$ cat src/rtl/seq_alu_if.sv
// Handshake and datapath bundle between the control unit (master) and seq_alu (slave).
interface seq_alu_if #(
   parameter int WIDTH = 18
);
   logic             start;
   logic [2:0]       op;
   logic [WIDTH-1:0] a;
   logic [WIDTH-1:0] b;
   logic             ready;
   logic             done;
   logic [WIDTH-1:0] y;
   logic             z;
   logic             n;
   logic             co;
   logic             v;

   modport master (output start, op, a, b, input ready, done, y, z, n, co, v);
   modport slave  (input start, op, a, b, output ready, done, y, z, n, co, v);
endinterface

$ cat src/rtl/seq_alu.sv
// Multi-cycle ALU with start/ready/done handshake, iterative shifts and optional
// shift-add multiplier (built only when SEQ_ALU_MUL_EN is defined).
module seq_alu #(
   parameter int WIDTH = 18,
   parameter int SHW   = $clog2(WIDTH)
) (
   input logic     C,
   input logic     R,
   seq_alu_if.slave bus
);
   localparam logic [1:0] S_IDLE = 2'd0;
   localparam logic [1:0] S_EXEC = 2'd1;
   localparam logic [1:0] S_DONE = 2'd2;

   localparam logic [2:0] OP_ADD = 3'b000;
   localparam logic [2:0] OP_SUB = 3'b001;
   localparam logic [2:0] OP_AND = 3'b010;
   localparam logic [2:0] OP_OR  = 3'b011;
   localparam logic [2:0] OP_XOR = 3'b100;
   localparam logic [2:0] OP_SHL = 3'b101;
   localparam logic [2:0] OP_SHR = 3'b110;
   localparam logic [2:0] OP_MUL = 3'b111;

   localparam logic [SHW:0] W_CNT   = (SHW+1)'(WIDTH);
   localparam logic [SHW:0] CNT_ONE = {{SHW{1'b0}}, 1'b1};

   function automatic logic is_zero(input logic [WIDTH-1:0] val);
      return (val == {WIDTH{1'b0}});
   endfunction

   logic [1:0]       state_r;
   logic [2:0]       op_r;
   logic [WIDTH-1:0] a_r;
   logic [SHW:0]     cnt_r;
   logic             ready_r, done_r;
   logic [WIDTH-1:0] y_r;
   logic             z_r, n_r, co_r, v_r;

   logic [WIDTH-1:0] bb_s;
   logic [WIDTH:0]   sum_s;
   logic [SHW:0]     kx_s, kc_s;
   logic [WIDTH-1:0] quick_y_s;
   logic             quick_co_s, quick_v_s, multi_s;
   logic [WIDTH-1:0] sh_nxt_s;
   logic             sh_out_s;
   logic [WIDTH-1:0] fin_y_s;
   logic             fin_co_s, fin_v_s;

`ifdef SEQ_ALU_MUL_EN
   logic [2*WIDTH-1:0] p_r;
   logic [WIDTH:0]     psum_s;
   logic [2*WIDTH-1:0] p_nxt_s;
`endif

   // Results of single-cycle ops and EXEC entry decision, from the live request
   always_comb begin
      bb_s       = (bus.op == OP_SUB) ? ~bus.b : bus.b;
      sum_s      = {1'b0, bus.a} + {1'b0, bb_s} + {{WIDTH{1'b0}}, (bus.op == OP_SUB)};
      kx_s       = {1'b0, bus.b[SHW-1:0]};
      // amounts past WIDTH only shift zeros in, so stop after WIDTH steps
      kc_s       = (kx_s > W_CNT) ? W_CNT : kx_s;
      quick_y_s  = {WIDTH{1'b0}};
      quick_co_s = 1'b0;
      quick_v_s  = 1'b0;
      multi_s    = 1'b0;
      case (bus.op)
         OP_ADD, OP_SUB: begin
            quick_y_s  = sum_s[WIDTH-1:0];
            quick_co_s = sum_s[WIDTH];
            quick_v_s  = (bus.a[WIDTH-1] == bb_s[WIDTH-1]) && (sum_s[WIDTH-1] != bus.a[WIDTH-1]);
         end
         OP_AND: quick_y_s = bus.a & bus.b;
         OP_OR:  quick_y_s = bus.a | bus.b;
         OP_XOR: quick_y_s = bus.a ^ bus.b;
         OP_SHL, OP_SHR: begin
            quick_y_s = bus.a;
            multi_s   = (kx_s != {(SHW+1){1'b0}});
         end
`ifdef SEQ_ALU_MUL_EN
         OP_MUL: multi_s = 1'b1;
`else
         OP_MUL: quick_v_s = 1'b1;
`endif
         default: quick_y_s = {WIDTH{1'b0}};
      endcase
   end

   // One-bit logical shift step of the working register
   always_comb begin
      if (op_r == OP_SHL) begin
         sh_nxt_s = {a_r[WIDTH-2:0], 1'b0};
         sh_out_s = a_r[WIDTH-1];
      end else begin
         sh_nxt_s = {1'b0, a_r[WIDTH-1:1]};
         sh_out_s = a_r[0];
      end
   end

`ifdef SEQ_ALU_MUL_EN
   // Shift-add step: p holds {partial product, remaining multiplier bits}
   always_comb begin
      psum_s  = {1'b0, p_r[2*WIDTH-1:WIDTH]} + (p_r[0] ? {1'b0, a_r} : {(WIDTH+1){1'b0}});
      p_nxt_s = {psum_s, p_r[WIDTH-1:1]};
   end
`endif

   // Result and flags produced by the last EXEC iteration
   always_comb begin
      fin_y_s  = sh_nxt_s;
      fin_co_s = sh_out_s;
      fin_v_s  = 1'b0;
`ifdef SEQ_ALU_MUL_EN
      if (op_r == OP_MUL) begin
         fin_y_s  = p_nxt_s[WIDTH-1:0];
         fin_co_s = 1'b0;
         fin_v_s  = |p_nxt_s[2*WIDTH-1:WIDTH];
      end else begin
         fin_y_s  = sh_nxt_s;
         fin_co_s = sh_out_s;
         fin_v_s  = 1'b0;
      end
`endif
   end

   // Control FSM, working registers and registered result/flags
   always_ff @(posedge C) begin
      if (R) begin
         state_r <= S_IDLE;
         op_r    <= OP_ADD;
         a_r     <= {WIDTH{1'b0}};
         cnt_r   <= {(SHW+1){1'b0}};
         ready_r <= 1'b1;
         done_r  <= 1'b0;
         y_r     <= {WIDTH{1'b0}};
         z_r     <= 1'b0;
         n_r     <= 1'b0;
         co_r    <= 1'b0;
         v_r     <= 1'b0;
`ifdef SEQ_ALU_MUL_EN
         p_r     <= {(2*WIDTH){1'b0}};
`endif
      end else begin
         case (state_r)
            S_IDLE: begin
               if (bus.start) begin
                  op_r    <= bus.op;
                  a_r     <= bus.a;
                  ready_r <= 1'b0;
                  if (multi_s) begin
                     state_r <= S_EXEC;
`ifdef SEQ_ALU_MUL_EN
                     cnt_r   <= (bus.op == OP_MUL) ? W_CNT : kc_s;
                     p_r     <= {{WIDTH{1'b0}}, bus.b};
`else
                     cnt_r   <= kc_s;
`endif
                  end else begin
                     state_r <= S_DONE;
                     done_r  <= 1'b1;
                     y_r     <= quick_y_s;
                     z_r     <= is_zero(quick_y_s);
                     n_r     <= quick_y_s[WIDTH-1];
                     co_r    <= quick_co_s;
                     v_r     <= quick_v_s;
                  end
               end
            end
            S_EXEC: begin
               cnt_r <= cnt_r - CNT_ONE;
`ifdef SEQ_ALU_MUL_EN
               if (op_r == OP_MUL) begin
                  p_r <= p_nxt_s;
               end else begin
                  a_r <= sh_nxt_s;
               end
`else
               a_r <= sh_nxt_s;
`endif
               if (cnt_r == CNT_ONE) begin
                  state_r <= S_DONE;
                  done_r  <= 1'b1;
                  y_r     <= fin_y_s;
                  z_r     <= is_zero(fin_y_s);
                  n_r     <= fin_y_s[WIDTH-1];
                  co_r    <= fin_co_s;
                  v_r     <= fin_v_s;
               end
            end
            S_DONE: begin
               state_r <= S_IDLE;
               done_r  <= 1'b0;
               ready_r <= 1'b1;
            end
            default: begin
               state_r <= S_IDLE;
               done_r  <= 1'b0;
               ready_r <= 1'b1;
            end
         endcase
      end
   end

   assign bus.ready = ready_r;
   assign bus.done  = done_r;
   assign bus.y     = y_r;
   assign bus.z     = z_r;
   assign bus.n     = n_r;
   assign bus.co    = co_r;
   assign bus.v     = v_r;

endmodule

$ cat src/flat_wrapper.sv
// flat-port wrapper written by rule: the top's interface ports become plain ports
module seq_alu_flat 
#(
   parameter int WIDTH = 18,
   parameter int SHW   = $clog2(WIDTH)
)
  (C, R, bus_start, bus_op, bus_a, bus_b, bus_ready, bus_done, bus_y, bus_z, bus_n, bus_co, bus_v);
  seq_alu_if #(.WIDTH(WIDTH)) bus_i ();
  input logic C;
  input logic R;
  input wire logic [$bits(bus_i.start)-1:0] bus_start;
  input wire logic [$bits(bus_i.op)-1:0] bus_op;
  input wire logic [$bits(bus_i.a)-1:0] bus_a;
  input wire logic [$bits(bus_i.b)-1:0] bus_b;
  output wire logic [$bits(bus_i.ready)-1:0] bus_ready;
  output wire logic [$bits(bus_i.done)-1:0] bus_done;
  output wire logic [$bits(bus_i.y)-1:0] bus_y;
  output wire logic [$bits(bus_i.z)-1:0] bus_z;
  output wire logic [$bits(bus_i.n)-1:0] bus_n;
  output wire logic [$bits(bus_i.co)-1:0] bus_co;
  output wire logic [$bits(bus_i.v)-1:0] bus_v;
  assign bus_i.start = bus_start;
  assign bus_i.op = bus_op;
  assign bus_i.a = bus_a;
  assign bus_i.b = bus_b;
  assign bus_ready = bus_i.ready;
  assign bus_done = bus_i.done;
  assign bus_y = bus_i.y;
  assign bus_z = bus_i.z;
  assign bus_n = bus_i.n;
  assign bus_co = bus_i.co;
  assign bus_v = bus_i.v;
  seq_alu #(.WIDTH(WIDTH), .SHW(SHW)) u_core (.C(C), .R(R), .bus(bus_i));
endmodule
$ cat config.mk
export PLATFORM = sky130hd
export DESIGN_NAME = seq_alu_flat
export DESIGN_NICKNAME = d
export VERILOG_FILES = /design/src/rtl/seq_alu_if.sv /design/src/rtl/seq_alu.sv /design/src/flat_wrapper.sv
export SDC_FILE = /design/constraint.sdc
export NUM_CORES = 1
export LEC_CHECK = 0
export ABC_AREA = 0
export CAP_MARGIN = 20
export CORE_ASPECT_RATIO = 0.5
export CORE_UTILIZATION = 25
export DETAILED_ROUTE_END_ITERATION = 7
export GPL_ROUTABILITY_DRIVEN = 0
export SYNTH_ARGS = -nofsm -noshare
export SYNTH_HDL_FRONTEND = slang
export SYNTH_SLANG_ARGS = --single-unit
$ cat constraint.sdc
create_clock -name C -period 12.42 [get_ports C]
set_input_delay 1.863 -clock C [delete_from_list [all_inputs] [get_ports C]]
set_output_delay 1.863 -clock C [all_outputs]
set_load 0.05 [all_outputs]
==> impl_summary.md, run 1 <==
Status
The run finished with clean final reports.

Clock network
At the later pin of the worst-skew pair, clock insertion delay measures roughly 0.3 ns. The clock sink total is 52. The count of H-tree levels built during CTS is 2. TritonCTS created 5 clock buffers. TritonCTS built the clock tree.

The tree is rooted in a clkbuf_16. Clock-pin slew was measured on the worst setup and hold paths at approximately 0.070 ns. The number of cells upsized or downsized after cts is 0. In this run the post-CTS setup repair buffer count came out at 0. The quantity of hold-fixing buffers added after cts is 0. The maximum buffer depth of the clock tree is 2.

Synthesis
Sorting the synthesized cells by area gives the leading types as dfxtp_1 (21%), ha_1 (14%), a21oi_1 (6.5%). Counting instances in the post-synthesis netlist gives the leading cell types as nand2_1 (85), nor2_1 (67), a21oi_1 (66), ha_1 (58), dfxtp_1 (52). The number of standard cells after synthesis is between 600 and 700. The fraction of synthesized cell area taken by the top area cell type is ~21%. The number of flops mapped to enable cells by yosys is 0. The number of nets in the synthesized netlist is ~800.

The synthesized netlist occupies a cell area of 0.00508 mm2. Summed over all instances, the cell type with the most area after synthesis is dfxtp_1. The most used flip-flop cell after synthesis is dfxtp_1. The total of flip-flops plus latches after synthesis is 52. The mean cell area of the mapped netlist is about 7.3 um2.

After synthesis, flip-flops and latches occupy about 21% of the total area. The post-synthesis cell type count is 66. The most frequently used cell type in the post-synthesis netlist is nand2_1.

The share of async-settable or async-resettable flops after synthesis is 0%. For this run, the number of Yosys warnings is 0.

Floorplanning
The die span in y is roughly 100 um. The area of the core is between 0.015 and 0.02 mm2. Pin placement for this block handled 66 I/O pins.

The row count is 36. The horizontal die dimension is between 200 and 250 um. The initial utilization of the core area, before any placement, comes to about a quarter.

The die covers 0.0209 mm2.

Timing
The number of pins exceeding their max-slew limit in the final report is 0. The routed design could run at a clock period as short as between 6 and 7 ns. The hold violation total from the final report is 0. In the finished design, the share of the clock period the worst path needs comes to between 50% and 60%. The final hold slack is 0.453 ns. Setup repair after global routing left no endpoint under its margin. The fmax is 155 MHz. The slew of the pin with the lowest slew margin is ~1.0 ns. The worst pin sits at a relative slew slack of between 30% and 40%. The worst-case clock skew is roughly 0.0095 ns. Setup violations remaining at the end of the flow were counted as 0.

After layout, the worst setup slack is between 5 and 6 ns. The total negative setup slack is 0 ns.

Routing
The total wire length is roughly 16 mm. The first routing iteration left 429 violations. The via count is between 5000 and 6000. In the routed design, unresolved DRC markers number 0. The detail route stage leaves a number of antenna-violating nets equal to 0. The detailed-routing iteration count for the pre-antenna-repair pass is 6. The detail-routed net length per standard cell is between 15 and 20 um. In the routed layout, each cell is associated on average with a via count of around 5.3.

Power
The standby leakage power is around 2.5 nW. Across the VDD grid, the largest voltage drop is around 0.000053 V. Dividing total power by cell area gives a power density of ~96 mW/mm2.

Global route
For this run the aggregate overflow at the end of global routing stands at 0. The via count of the first global-routing pass is slightly below 5000. The largest net degree at the start of global routing is 55. The number of antenna violations at the first check in global routing is 0. The first global-routing pass estimated 25.9 mm of wire. For this run, the total global-route usage over all layers was measured as between 10% and 20%.

Setup path
STA puts the critical path data arrival time at approximately 6.7 ns. The worst register-to-register path has a setup slack of between 9 and 10 ns. The sort of element at the end of the critical path is a register. The critical path is of the input pin to register type. Along the worst path, the maximum fanout reaches 34. The startpoint kind of the worst setup timing path is an input pin. For the worst setup path, the data required time is roughly 13 ns.

Placed design
Detailed placement ended at an HPWL of about 12 mm. The count of input and output buffers is between 60 and 70. The worst setup slack after placement is roughly 5.3 ns.

Flow run
The number of max-capacitance violations reported is 0.

Layout
For this run, the post-layout net count is approximately 840. Cells fill ~31% of the core in the end. The number of diodes is 0. The fraction of layout cells with a size suffix above 1 is between 3 and 4%.

Compared with the post-synthesis result, the final layout area differs by 20.5%.

Worst hold path
In this run the worst hold path is classified as register to register.
==> final cells by class <==
cell class | instances | area (um2)
tap | 266 | 333
sequential | 52 | 1040
fill | 2110 | 13600
clock inverter | 2 | 15.0
timing repair buffer | 74 | 716
inverter | 42 | 158
multi-input combinational | 561 | 3720
clock buffer | 6 | 139
==> power by group <==
part           internal, mW  switching [mW]  total, mW
Sequential            0.181          0.0105      0.192
Clock                0.0803          0.0636      0.144
Combinational        0.0976           0.154      0.251
==> path summary, 6_finish.rpt <==
path / start / endpoint / cells past startpoint
worst max-delay path: bus_op[1] / u_core.bus.z$_SDFFE_PP0P_ / 16
worst min-delay path: u_core.bus.y[9]$_SDFFE_PP0P_ / u_core.bus.y[9]$_SDFFE_PP0P_ / 2
worst max register to register: u_core.state_r[1]$_SDFFE_PP0P_ / u_core.bus.z$_SDFFE_PP0P_ / 9
worst min register to register: u_core.bus.y[9]$_SDFFE_PP0P_ / u_core.bus.y[9]$_SDFFE_PP0P_ / 2
==> metal layers <==
metal	track usage, %	share of wire [%]
met2	25.9	46
met1	20.8	47
met4	4.51	2.3
met5	0	0
met3	2.21	5.1
==> flip-flops by register name (all words and copies together) (netlist names) <==
name and count:
u_core.a_r 18, u_core.bus.ready 1, u_core.bus.z 1, u_core.bus.n 1
u_core.bus.y 17, u_core.cnt_r 6, u_core.state_r 2, u_core.bus.co 1
u_core.bus.done 1, u_core.bus.v 1, u_core.op_r 3
==> worst max-delay path, cell delays in order <==
cell             delay (ns)
clkdlybuf4s50_1        0.46
buf_4                  0.36
or2_1                  0.56
nor2_2                 0.19
buf_8                  0.21
xnor2_1                0.14
ha_1                   0.40
nand2_1                0.10
o21ai_0                0.53
nor3_1                 0.09
a211oi_1               0.47
a21oi_1                0.16
mux2i_1                0.14
a221o_1                0.31
or4_1                  0.50
o22ai_1                0.17
==> cell families (layout without fill, tap and decap cells) <==
family,count (synthesis),in the layout,share of synthesized area [%]
fa+ha+maj,59,59,14.7
xor+xnor,28,28,4.83
buf+inv,84,124,6.43
flops,52,52,20.5
mux,20,20,3.99
compound gates,215,215,27.5
simple gates,239,239,22.1
==> placed cells by master (no fill, tap or decap), types with 3 or more instances in the layout <==
master | synthesis | final
nor3_1 | 16 | 16
a21o_1 | 6 | 6
o22ai_1 | 4 | 4
a31oi_1 | 10 | 10
nand4_1 | 4 | 4
nor2_1 | 67 | 66
and2_1 | 5 | 5
clkbuf_16 | 0 | 5
inv_1 | 41 | 41
a22oi_1 | 13 | 13
a211o_1 | 5 | 5
nand2_1 | 85 | 85
xnor2_1 | 21 | 21
o31ai_1 | 3 | 3
clkdlybuf4s50_1 | 0 | 63
dfxtp_1 | 52 | 52
a221oi_1 | 13 | 13
a311oi_1 | 6 | 6
a221o_1 | 4 | 4
o21ai_0 | 44 | 44
ha_1 | 58 | 58
a211oi_1 | 11 | 11
mux2i_1 | 18 | 18
a21oi_1 | 66 | 65
nand2b_1 | 13 | 13
or3_1 | 3 | 3
and3_1 | 6 | 6
a2111oi_0 | 3 | 3
o211ai_1 | 8 | 8
buf_4 | 1 | 8
nor4_1 | 3 | 3
nand3_1 | 13 | 13
xor2_1 | 7 | 7
nand3b_1 | 5 | 5
nor2b_1 | 5 | 4
==> metrics by stage <==
| stage | cells | cell area (um2) | total power [mW] |
|---|---|---|---|
| 2_1_floorplan | 697 | 5080 | 0.366 |
| 3_3_place_gp | 994 | 5950 | 0.440 |
| 3_5_place_dp | 994 | 5950 | 0.443 |
| 4_1_cts | 1002 | 6100 | 0.587 |
| 5_1_grt | 1003 | 6120 | 0.624 |
| 6_report | 1003 | 6120 | 0.587 |
No activity file was read; power rests on OpenSTA's default activity.
==> run 2, diff against run 1 <==
==> constraint.sdc (replaced) <==
create_clock -name C -period 6.1 [get_ports C]
set_input_delay 0.915 -clock C [delete_from_list [all_inputs] [get_ports C]]
set_output_delay 0.915 -clock C [all_outputs]
set_load 0.05 [all_outputs]
==> run 2 against run 1 <==
Effect of this change: combinational power rose by 100%; design area increased by 0.41%; power up 110%; clock power grew 120%.
==> impl_summary.md, run 2 (synthesized netlist as in run 1, its figures left out) <==
Power
The standby leakage power is between 2 and 3 nW. The overall power consumption is between 1 and 1.5 mW. The total power density per cell area is ~200 mW/mm2.

Across the VDD grid, the largest voltage drop is roughly 0.00011 V.

Global route
The met3 global-route usage is under 10%. The via count of the first global-routing pass is about 4700. The number of antenna violations at the first check in global routing was 0. Entering global routing, the biggest net connects 55 pins. The wire length of the first global-routing pass is 25.3 mm. The overall fraction of global-route tracks in use is 15.1%. Global routing used about a quarter of the available met2 tracks. In this run the most used layer during global routing was met2.

In the global route stage, met1 resource usage came out at a little over a fifth. After global routing the overflow that remains totals 0.

Timing
The shortest clock period the worst path allows after layout is 4.99 ns. The number of pins exceeding their max-slew limit in the final report is 0. After layout, the worst path uses between 80% and 90% of the clock period. The slew of the pin with the lowest slew margin is around 1.0 ns. The hold violation total from the final report is 0. Headroom to the max-slew limit came out at ~31%. The total negative setup slack is 0 ns. The fmax is 200 MHz. Setup repair after global routing left no endpoint under its margin. On the final layout, the worst hold slack is 0.450 ns. The worst-case clock skew is 0.00837 ns.

Setup violations remaining at the end of the flow were counted as 0. The least setup slack across all paths after layout is between 1 and 1.5 ns.

Routing
In this run the remaining antenna-violating nets after routing total 0. The ratio of routed vias to standard cells is 5.28. For this block, the via count after detailed routing is approximately 5300. After detailed routing, the average wire length per cell comes to approximately 16 um. The starting DRC count in detailed routing is approximately 440. The first TritonRoute pass finished after 5 iterations. The total wire length is 16.2 mm. The number of remaining DRC errors is 0.

Setup path
The reg-to-reg setup timing slack is approximately 3.1 ns. The type of the setup path with the least slack is input pin to register. STA classifies the critical path endpoint as a register. Data on the critical path is required at its endpoint by 6.32 ns.

STA puts the critical path data arrival time at roughly 5.2 ns. The launch point of the worst reg-to-reg path is u_core.state_r[1]$_SDFFE_PP0P_. The startpoint kind of the worst setup timing path is an input pin. The critical path starts at bus_op[2]. Along the worst path, the maximum fanout reaches 12.

Layout
The combined flip-flop and latch cell area is 0.00104 mm2. The final-stage net count is roughly 840. The number of diodes is 0.

Summing all multi-input logic gate instances after layout gives between 0.003 and 0.004 mm2. The number of flip-flops under the largest register name is 18. The register ranked first by flip-flop count is u_core.a_r.

The share of the core filled with cells is 31.2%. Leaving out fill and tap cells, the most frequent cells in the layout are nand2_1 (85), nor2_1 (66), a21oi_1 (65). Cells with a size suffix above 1 make up under 10% of the layout. The layout overhead on the synthesized area is 21.0%. The most common library cell in the layout ignoring fill and taps is nand2_1. Counting the fill cells in the layout gives ~2100.

Flow run
Max-cap violations in this run came to 0.

Floorplanning
The total I/O pin count is 66. After floorplanning, the core was divided into 36 placement rows. The horizontal die dimension is ~200 um.

The area of the core is approximately 0.020 mm2. The area of the die is around 0.021 mm2. The starting utilization of the core area is roughly a quarter. In this run the vertical extent of the chip is approximately 100 um.

Clock network
The count of H-tree levels built during CTS is 2. Once the clock tree was built, the resizer swapped 0 gates to a different size. The number of CTS-inserted buffers is 5. The CTS tree is done. The clock sink total is 52. Clock latency on the worst-skew pair, taken at its later pin, is ~0.30 ns. Post-CTS timing repair inserted 0 buffers for setup. The quantity of hold-fixing buffers added after cts is 0.

The maximum buffer depth of the clock tree is 2. Clock-pin slew was measured on the worst setup and hold paths at 0.07 ns. The root buffer cell is clkbuf_16.

Worst hold path
The class of the most critical hold timing path is register to register. The startpoint of the most critical hold path is u_core.bus.y[9]$_SDFFE_PP0P_.

Placed design
Input and output buffers added on the ports amount to between 60 and 70. The half-perimeter wire length after detailed placement is 12.4 mm. The worst setup slack after placement is between 0.8 and 0.9 ns.

Status
The flow ran to the end, and the final reports show no timing, DRC or antenna violations.
[run 2: cell count changes in the layout (fill, tap and decap cells not counted), sizes merged]
cell,previous run,this run
bufinv,0,1
clkbuf,6,5
clkinvlp,2,1
buf,11,13
clkinv,1,2
[run 2: stage by stage]
stage / cells / instance area, um2
2_1_floorplan: 697 / 5080
3_3_place_gp: 996 / 5960
3_5_place_dp: 997 / 5980
4_1_cts: 1005 / 6140
5_1_grt: 1005 / 6140
6_report: 1005 / 6140
[run 2: worst paths after layout]
| kind | end | cells after the start |
|---|---|---|
| worst max register to register | u_core.bus.z$_SDFFE_PP0P_ | 8 |
| worst min-delay path | u_core.bus.y[9]$_SDFFE_PP0P_ | 2 |
| worst min register to register | u_core.bus.y[9]$_SDFFE_PP0P_ | 2 |
| worst max-delay path | u_core.bus.z$_SDFFE_PP0P_ | 15 |
[run 2: where the power goes]
part,total (mW),internal [mW],switching [mW]
sequential,0.390,0.369,0.0214
clock,0.321,0.193,0.128
combinational,0.514,0.200,0.314
total,1.23,0.762,0.463
[run 2: per-layer routing]
layer | vias up | share of wire (%)
li1 | 2592 | -
met2 | 158 | 46
met4 | 0 | 1.5
met5 | - | 0
met1 | 2537 | 47
met3 | 24 | 5.2
[run 2: final cells by class]
class	count	area share, %
multi-input combinational	561	60.5
sequential	52	16.9
tap	266	5.42
clock buffer	5	2.04
timing repair buffer	76	11.8
inverter	42	2.57
clock inverter	3	0.692
[run 2: critical path, cell delays in order]
cell,delay (ns)
clkdlybuf4s50_1,0.42
or2_1,0.28
nor2_2,0.35
buf_4,0.33
xnor2_1,0.10
ha_1,0.39
nand2_1,0.09
o21ai_0,0.51
nor3_1,0.10
a211oi_1,0.46
a21oi_1,0.15
mux2i_1,0.14
a221o_1,0.30
or4_1,0.50
o22ai_1,0.16
